File: config.mk
export PLATFORM = sky130hd
export DESIGN_NAME = vga_raster_compositor
export DESIGN_NICKNAME = d
export VERILOG_FILES = /design/src/rtl/vga_timing_pkg.sv /design/src/rtl/vga_timing_gen.sv /design/src/rtl/vga_raster_compositor.sv
export SDC_FILE = /design/constraint.sdc
export NUM_CORES = 1
export LEC_CHECK = 0
export BUFFER_PORTS_ARGS = -buffer_cell sky130_fd_sc_hd__buf_2
export CAP_MARGIN = 10
export CORE_ASPECT_RATIO = 1.75
export CORE_MARGIN = 4
export CORE_UTILIZATION = 51
export DETAILED_ROUTE_END_ITERATION = 7
export PLACE_DENSITY = 0.9
export SLEW_MARGIN = 15
export SYNTH_ARGS = -nofsm -noshare
export SYNTH_HDL_FRONTEND = slang
export SYNTH_SLANG_ARGS = --single-unit
File: constraint.sdc
create_clock -name CLK -period 5 [get_ports CLK]
set_input_delay 0.75 -clock CLK [delete_from_list [all_inputs] [get_ports CLK]]
set_output_delay 0.75 -clock CLK [all_outputs]
set_load 0.01 [all_outputs]
File: src/rtl/vga_timing_pkg.sv
// Shared VGA timing constants, the 12-bit colour type and a sync-window helper
// used by the raster generator and the compositor.
package vga_timing_pkg;

    localparam int H_ACTIVE_DEF = 640;
    localparam int H_FP_DEF     = 16;
    localparam int H_SYNC_DEF   = 96;
    localparam int H_BP_DEF     = 48;
    localparam int V_ACTIVE_DEF = 480;
    localparam int V_FP_DEF     = 10;
    localparam int V_SYNC_DEF   = 2;
    localparam int V_BP_DEF     = 33;

    localparam int H_TOTAL_DEF  = H_ACTIVE_DEF + H_FP_DEF + H_SYNC_DEF + H_BP_DEF;
    localparam int V_TOTAL_DEF  = V_ACTIVE_DEF + V_FP_DEF + V_SYNC_DEF + V_BP_DEF;
    localparam int HS_START_DEF = H_ACTIVE_DEF + H_FP_DEF;
    localparam int HS_END_DEF   = HS_START_DEF + H_SYNC_DEF - 1;
    localparam int VS_START_DEF = V_ACTIVE_DEF + V_FP_DEF;
    localparam int VS_END_DEF   = VS_START_DEF + V_SYNC_DEF - 1;

    typedef struct packed {
        logic [3:0] r;
        logic [3:0] g;
        logic [3:0] b;
    } rgb12_t;

    // True while pos lies in [start, start+width), i.e. inside a sync pulse.
    function automatic logic sync_active(input logic [9:0] pos, input int start,
                                         input int width);
        return (int'(pos) >= start) && (int'(pos) < start + width);
    endfunction

endpackage

File: src/rtl/vga_timing_gen.sv
// Pixel-rate divider and raster counters; produces the pixel strobe, active-area flag,
// frame strobe and unregistered active-low syncs.
module vga_timing_gen
    import vga_timing_pkg::*;
#(
    parameter int CLK_DIV  = 4,
    parameter int H_ACTIVE = H_ACTIVE_DEF,
    parameter int H_FP     = H_FP_DEF,
    parameter int H_SYNC   = H_SYNC_DEF,
    parameter int H_BP     = H_BP_DEF,
    parameter int V_ACTIVE = V_ACTIVE_DEF,
    parameter int V_FP     = V_FP_DEF,
    parameter int V_SYNC   = V_SYNC_DEF,
    parameter int V_BP     = V_BP_DEF
) (
    input  logic       clk,
    input  logic       rst,
    output logic       pix_en,
    output logic [9:0] hcount,
    output logic [8:0] raster_y,
    output logic       visible,
    output logic       frame_tick,
    output logic       hs_raw,
    output logic       vs_raw
);

    localparam int H_TOTAL = H_ACTIVE + H_FP + H_SYNC + H_BP;
    localparam int V_TOTAL = V_ACTIVE + V_FP + V_SYNC + V_BP;
    localparam int DIV_W   = $clog2(CLK_DIV);

    logic [DIV_W-1:0] div;
    logic [9:0]       vcount;
    logic             last_h;
    logic             last_v;

    always_ff @(posedge clk or posedge rst) begin
        if (rst) begin
            div <= '0;
        end else if (pix_en) begin
            div <= '0;
        end else begin
            div <= div + 1'b1;
        end
    end

    assign pix_en = (div == DIV_W'(CLK_DIV - 1));
    assign last_h = (hcount == 10'(H_TOTAL - 1));
    assign last_v = (vcount == 10'(V_TOTAL - 1));

    always_ff @(posedge clk or posedge rst) begin
        if (rst) begin
            hcount <= '0;
            vcount <= '0;
        end else if (pix_en) begin
            if (last_h) begin
                hcount <= '0;
                vcount <= last_v ? '0 : vcount + 1'b1;
            end else begin
                hcount <= hcount + 1'b1;
            end
        end
    end

    // Lines above 511 alias onto 0..12 here; they are always blanked by visible.
    assign raster_y   = vcount[8:0];
    assign visible    = (hcount < 10'(H_ACTIVE)) && (vcount < 10'(V_ACTIVE));
    assign frame_tick = pix_en && last_h && last_v;
    assign hs_raw     = !sync_active(hcount, H_ACTIVE + H_FP, H_SYNC);
    assign vs_raw     = !sync_active(vcount, V_ACTIVE + V_FP, V_SYNC);

endmodule

File: src/rtl/vga_raster_compositor.sv
// Publishes the raster position to the sprite engines, priority-merges their colours over
// the background and drives registered VGA colour and sync pins.
module vga_raster_compositor
    import vga_timing_pkg::*;
#(
    parameter int          CLK_DIV     = 4,
    parameter int          H_ACTIVE    = H_ACTIVE_DEF,
    parameter int          H_FP        = H_FP_DEF,
    parameter int          H_SYNC      = H_SYNC_DEF,
    parameter int          H_BP        = H_BP_DEF,
    parameter int          V_ACTIVE    = V_ACTIVE_DEF,
    parameter int          V_FP        = V_FP_DEF,
    parameter int          V_SYNC      = V_SYNC_DEF,
    parameter int          V_BP        = V_BP_DEF,
    parameter int          NUM_SPRITES = 4,
    parameter logic [11:0] BG_RGB      = 12'h000
) (
    input  logic                     CLK,
    input  logic                     RESET,
    input  logic [12*NUM_SPRITES-1:0] SPR_RGB,
    input  logic [NUM_SPRITES-1:0]   SPR_VALID,
    output logic [9:0]               RASTER_X,
    output logic [8:0]               RASTER_Y,
    output logic                     VISIBLE,
    output logic                     PIX_EN,
    output logic                     FRAME_TICK,
    output logic [3:0]               VGA_R,
    output logic [3:0]               VGA_G,
    output logic [3:0]               VGA_B,
    output logic                     VGA_HS,
    output logic                     VGA_VS
);

    logic   hs_raw;
    logic   vs_raw;
    rgb12_t merged;
    rgb12_t rgb_p1;
    logic   hs_p1;
    logic   vs_p1;

    vga_timing_gen #(
        .CLK_DIV (CLK_DIV),
        .H_ACTIVE(H_ACTIVE),
        .H_FP    (H_FP),
        .H_SYNC  (H_SYNC),
        .H_BP    (H_BP),
        .V_ACTIVE(V_ACTIVE),
        .V_FP    (V_FP),
        .V_SYNC  (V_SYNC),
        .V_BP    (V_BP)
    ) u_timing (
        .clk       (CLK),
        .rst       (RESET),
        .pix_en    (PIX_EN),
        .hcount    (RASTER_X),
        .raster_y  (RASTER_Y),
        .visible   (VISIBLE),
        .frame_tick(FRAME_TICK),
        .hs_raw    (hs_raw),
        .vs_raw    (vs_raw)
    );

    // Walk from the highest index down so the lowest valid sprite is written last and wins.
    always_comb begin
        merged = rgb12_t'(BG_RGB);
        for (int i = NUM_SPRITES - 1; i >= 0; i--) begin
            if (SPR_VALID[i]) begin
                merged = rgb12_t'(SPR_RGB[12*i +: 12]);
            end
        end
        if (!VISIBLE) begin
            merged = '0;
        end
    end

    // p1: colour and syncs captured from the same counter values, one pixel behind.
    always_ff @(posedge CLK or posedge RESET) begin
        if (RESET) begin
            rgb_p1 <= '0;
            hs_p1  <= 1'b1;
            vs_p1  <= 1'b1;
        end else if (PIX_EN) begin
            rgb_p1 <= merged;
            hs_p1  <= hs_raw;
            vs_p1  <= vs_raw;
        end
    end

    assign VGA_R  = rgb_p1.r;
    assign VGA_G  = rgb_p1.g;
    assign VGA_B  = rgb_p1.b;
    assign VGA_HS = hs_p1;
    assign VGA_VS = vs_p1;

endmodule

==> run summary <==
Worst-Skew Late Latency = 0.29 ns
H-tree depth = 2
Routed wire length = 5000 um
Setup ws final = 1.69 ns
Share of the synthesized area in the top cell type = 40.5%
Crit path buf inv count = 1
Mapped Area = 0.00210 mm2
Root buffer cell = clkbuf_8
Design area = 0.00258 mm2
Vias in the first global route = 1987
Pre-CTS setup slack = 1.97 ns
WHS = 0.429 ns
Final #Nets = 363
Die W = 56.5 um
Flop pwr share = 51.6%
Clock tree buffer depth = 2
CTS tree = built
Site Rows = 30
Delay-heaviest family, CP = simple AND/OR/NAND/NOR gates
Area of placed instances = 0.00249 mm2
Flop and latch count out of synthesis = 36
Seq/Total Area, Yosys = 43.0%
Cell with the largest stage delay on the worst path = ha_1
RSZ-0062 raised after global routing = false
WP data required = 4.25 ns
First-pass iteration count of the detailed router = 4
Pint = 0.448 mW
Power per cell area = 228 mW/mm2
Startpoint types = register
Metal3 WL = 312 um
Worst Skew = 0.00577 ns
DRC = 0
Wire length on met1 = 1840 um
Ant diodes = 0
Max VDD drop = 0.000170 V
Die H = 92.9 um
CTS Hold Bufs = 0
Net Sw Frac = 24.2%
Clock sinks = 36
Final setup fails = 0
Post-cts resize count = 0
Status = finished clean
Max-Cap Viols = 0
Fmax = 303 MHz
Metal2 WL = 2780 um
HPWL after DPL = 3990 um
Post-route ant nets = 0
CP Data Arrival Time = 2.56 ns
Tightest Hold Check Type = register to register
Slew of the pin with the lowest slew margin = 0.894 ns
Worst slew margin = 40.4%
Area Overhead vs Synth = 23.1%
Slew Viols, Final = 0
Hold Fails Final Rpt = 0
Critical path endpoint category = primary output
Final Wtd Congestion = 0.789
Layout cell share with drive strength beyond 1 = 34.8%
Biggest cell delay along the critical path = 0.75 ns
Post-CTS setup buffer count = 0
Gate count of the mapped netlist = 228
Clk pwr share = 35.4%
Max layer used = met4
Pin count of the biggest net entering global routing = 37
Final worst path period share = 66.1%
I/O pins = 90
Core area = 0.00394 mm2
Starting Density = 53.3%
Tot GR Track Use = 20.5%
Largest cells by area after synthesis = dfrtp_1, a221o_1, inv_1, a22oi_1, a21oi_1
Initial antenna violation count = 0
Most frequent cells in the layout = buf_2, dfrtp_1, inv_1
First-pass GRT wire length = 8600 um
Buffers on Ports = 89
Area occupied by multi-input gates = 967 um2
Yosys warns = 0
Synth unique cells = 40
GRT Residual Overflow = 0
Die area = 0.00525 mm2
Net Switching = 0.143 mW
Reg clk slew, reported paths = 0.07 ns
Area leader, netlist = dfrtp_1
Commonest non-fill, non-tap cell in the layout = buf_2
Logic pwr share = 13.0%
Pwr Total = 0.590 mW
Crit path cell chain = ha_1, nand4_4, or4_4, nor2_1, buf_2
Iter 0 DRT Violations = 61
Vias per cell = 5.59
Fillcell total = 359
Pleak = 1.35 nW
Total CTS buffers = 5
Syn Nets = 287
Fin crit period = 3.31 ns
Wire length per cell = 14.2 um
CP Max Fanout = 24
Via count = 1975
Mean Syn Cell Area = 9.21 um2
Kind of critical path = register to primary output
Setup TNS = 0 ns
Storage cell area = 903 um2
-- layout make-up --
| class | instances | area share (%) |
|---|---|---|
| Clock buffer | 6 | 3.19 |
| Sequential cell | 36 | 34.9 |
| Timing Repair Buffer | 90 | 17.5 |
| Multi-Input combinational cell | 142 | 37.4 |
| Clock inverter | 2 | 0.387 |
| Tap cell | 48 | 2.32 |
| Inverter | 29 | 4.21 |
-- stage by stage --
step	util, %	instances
finish	65.6	353
global route	65.6	353
CTS	65.6	353
detailed placement	63.2	345
global placement	63.2	345
floorplan	-	228
-- sequential cells by signal (all words and copies together) (netlist names) --
| name | count |
|---|---|
| u_timing.hcount | 10 |
| u_timing.vcount | 10 |
| VGA_B | 4 |
| VGA_G | 4 |
| VGA_R | 4 |
| u_timing.div | 2 |
| VGA_HS | 1 |
| VGA_VS | 1 |
-- final timing paths --
check | end | slack, ns | cells past startpoint | start
setup / recovery | FRAME_TICK | 1.69 | 5 | u_timing.div[0]
hold / removal | u_timing.div[0] | 0.43 | 1 | u_timing.div[0]
setup reg to reg | u_timing.vcount[9] | 2.41 | 5 | u_timing.div[0]
hold reg to reg | u_timing.div[0] | 0.43 | 1 | u_timing.div[0]
max in group asynchronous | VGA_HS | 4.11 | 3 | RESET
min in group asynchronous | u_timing.vcount[2] | 0.55 | 3 | RESET
-- power groups by stage --
stage	Combinational (mW)	Clock [mW]	Sequential [mW]
after detailed placement	0.0774	0	0.310
after global placement	0.0752	0	0.310
after floorplan	0.0359	0	0.314
after CTS	0.0775	0.218	0.305
after global routing	0.0865	0.233	0.306
final	0.0766	0.209	0.305
-- cells in the mapped netlist (all sizes together) --
cell type and count:
and4 3, a22oi 12, o2bb2ai 1, nand2b 1, and3b 1, a22o 1, a221o 11, nand4b 1
nand2 12, clkbuf 11, nor3 6, nor2 14, buf 10, nor2b 1, nor4b 1, dfstp 2
nor4 2, nand3 6, dfrtp 34, nand4 6, o21bai 1, xnor2 5, or3 2, inv 29
a21oi 16, ha 5, o211ai 2, o22ai 12, xor2 6, and2 2, mux2i 1, and3 1
or4 1, o21ai 9
-- cells by family after synthesis --
family | Yosys count | synth area share [%]
mux | 1 | 0.477
buf+inv | 50 | 10.9
flops | 36 | 43.0
fa+ha+maj | 5 | 2.98
simple gates | 60 | 17.0
xor+xnor | 11 | 4.59
compound gates | 65 | 21.0
-- worst reg2reg max path: stages, from the launching register on --
cell      delay [ns]
dfrtp_1         0.35
ha_1            0.75
nand4_4         0.25
nor4_2          0.71
nand2_1         0.21
o211ai_1        0.23
-- layer usage --
metal  vias up  global-route usage, %
met4         0                   7.92
li1        958                      -
met5         -                      0
met2        71                   39.3
met1       941                   20.2
met3         5                   5.16
Power figures use the tool's default switching activity.
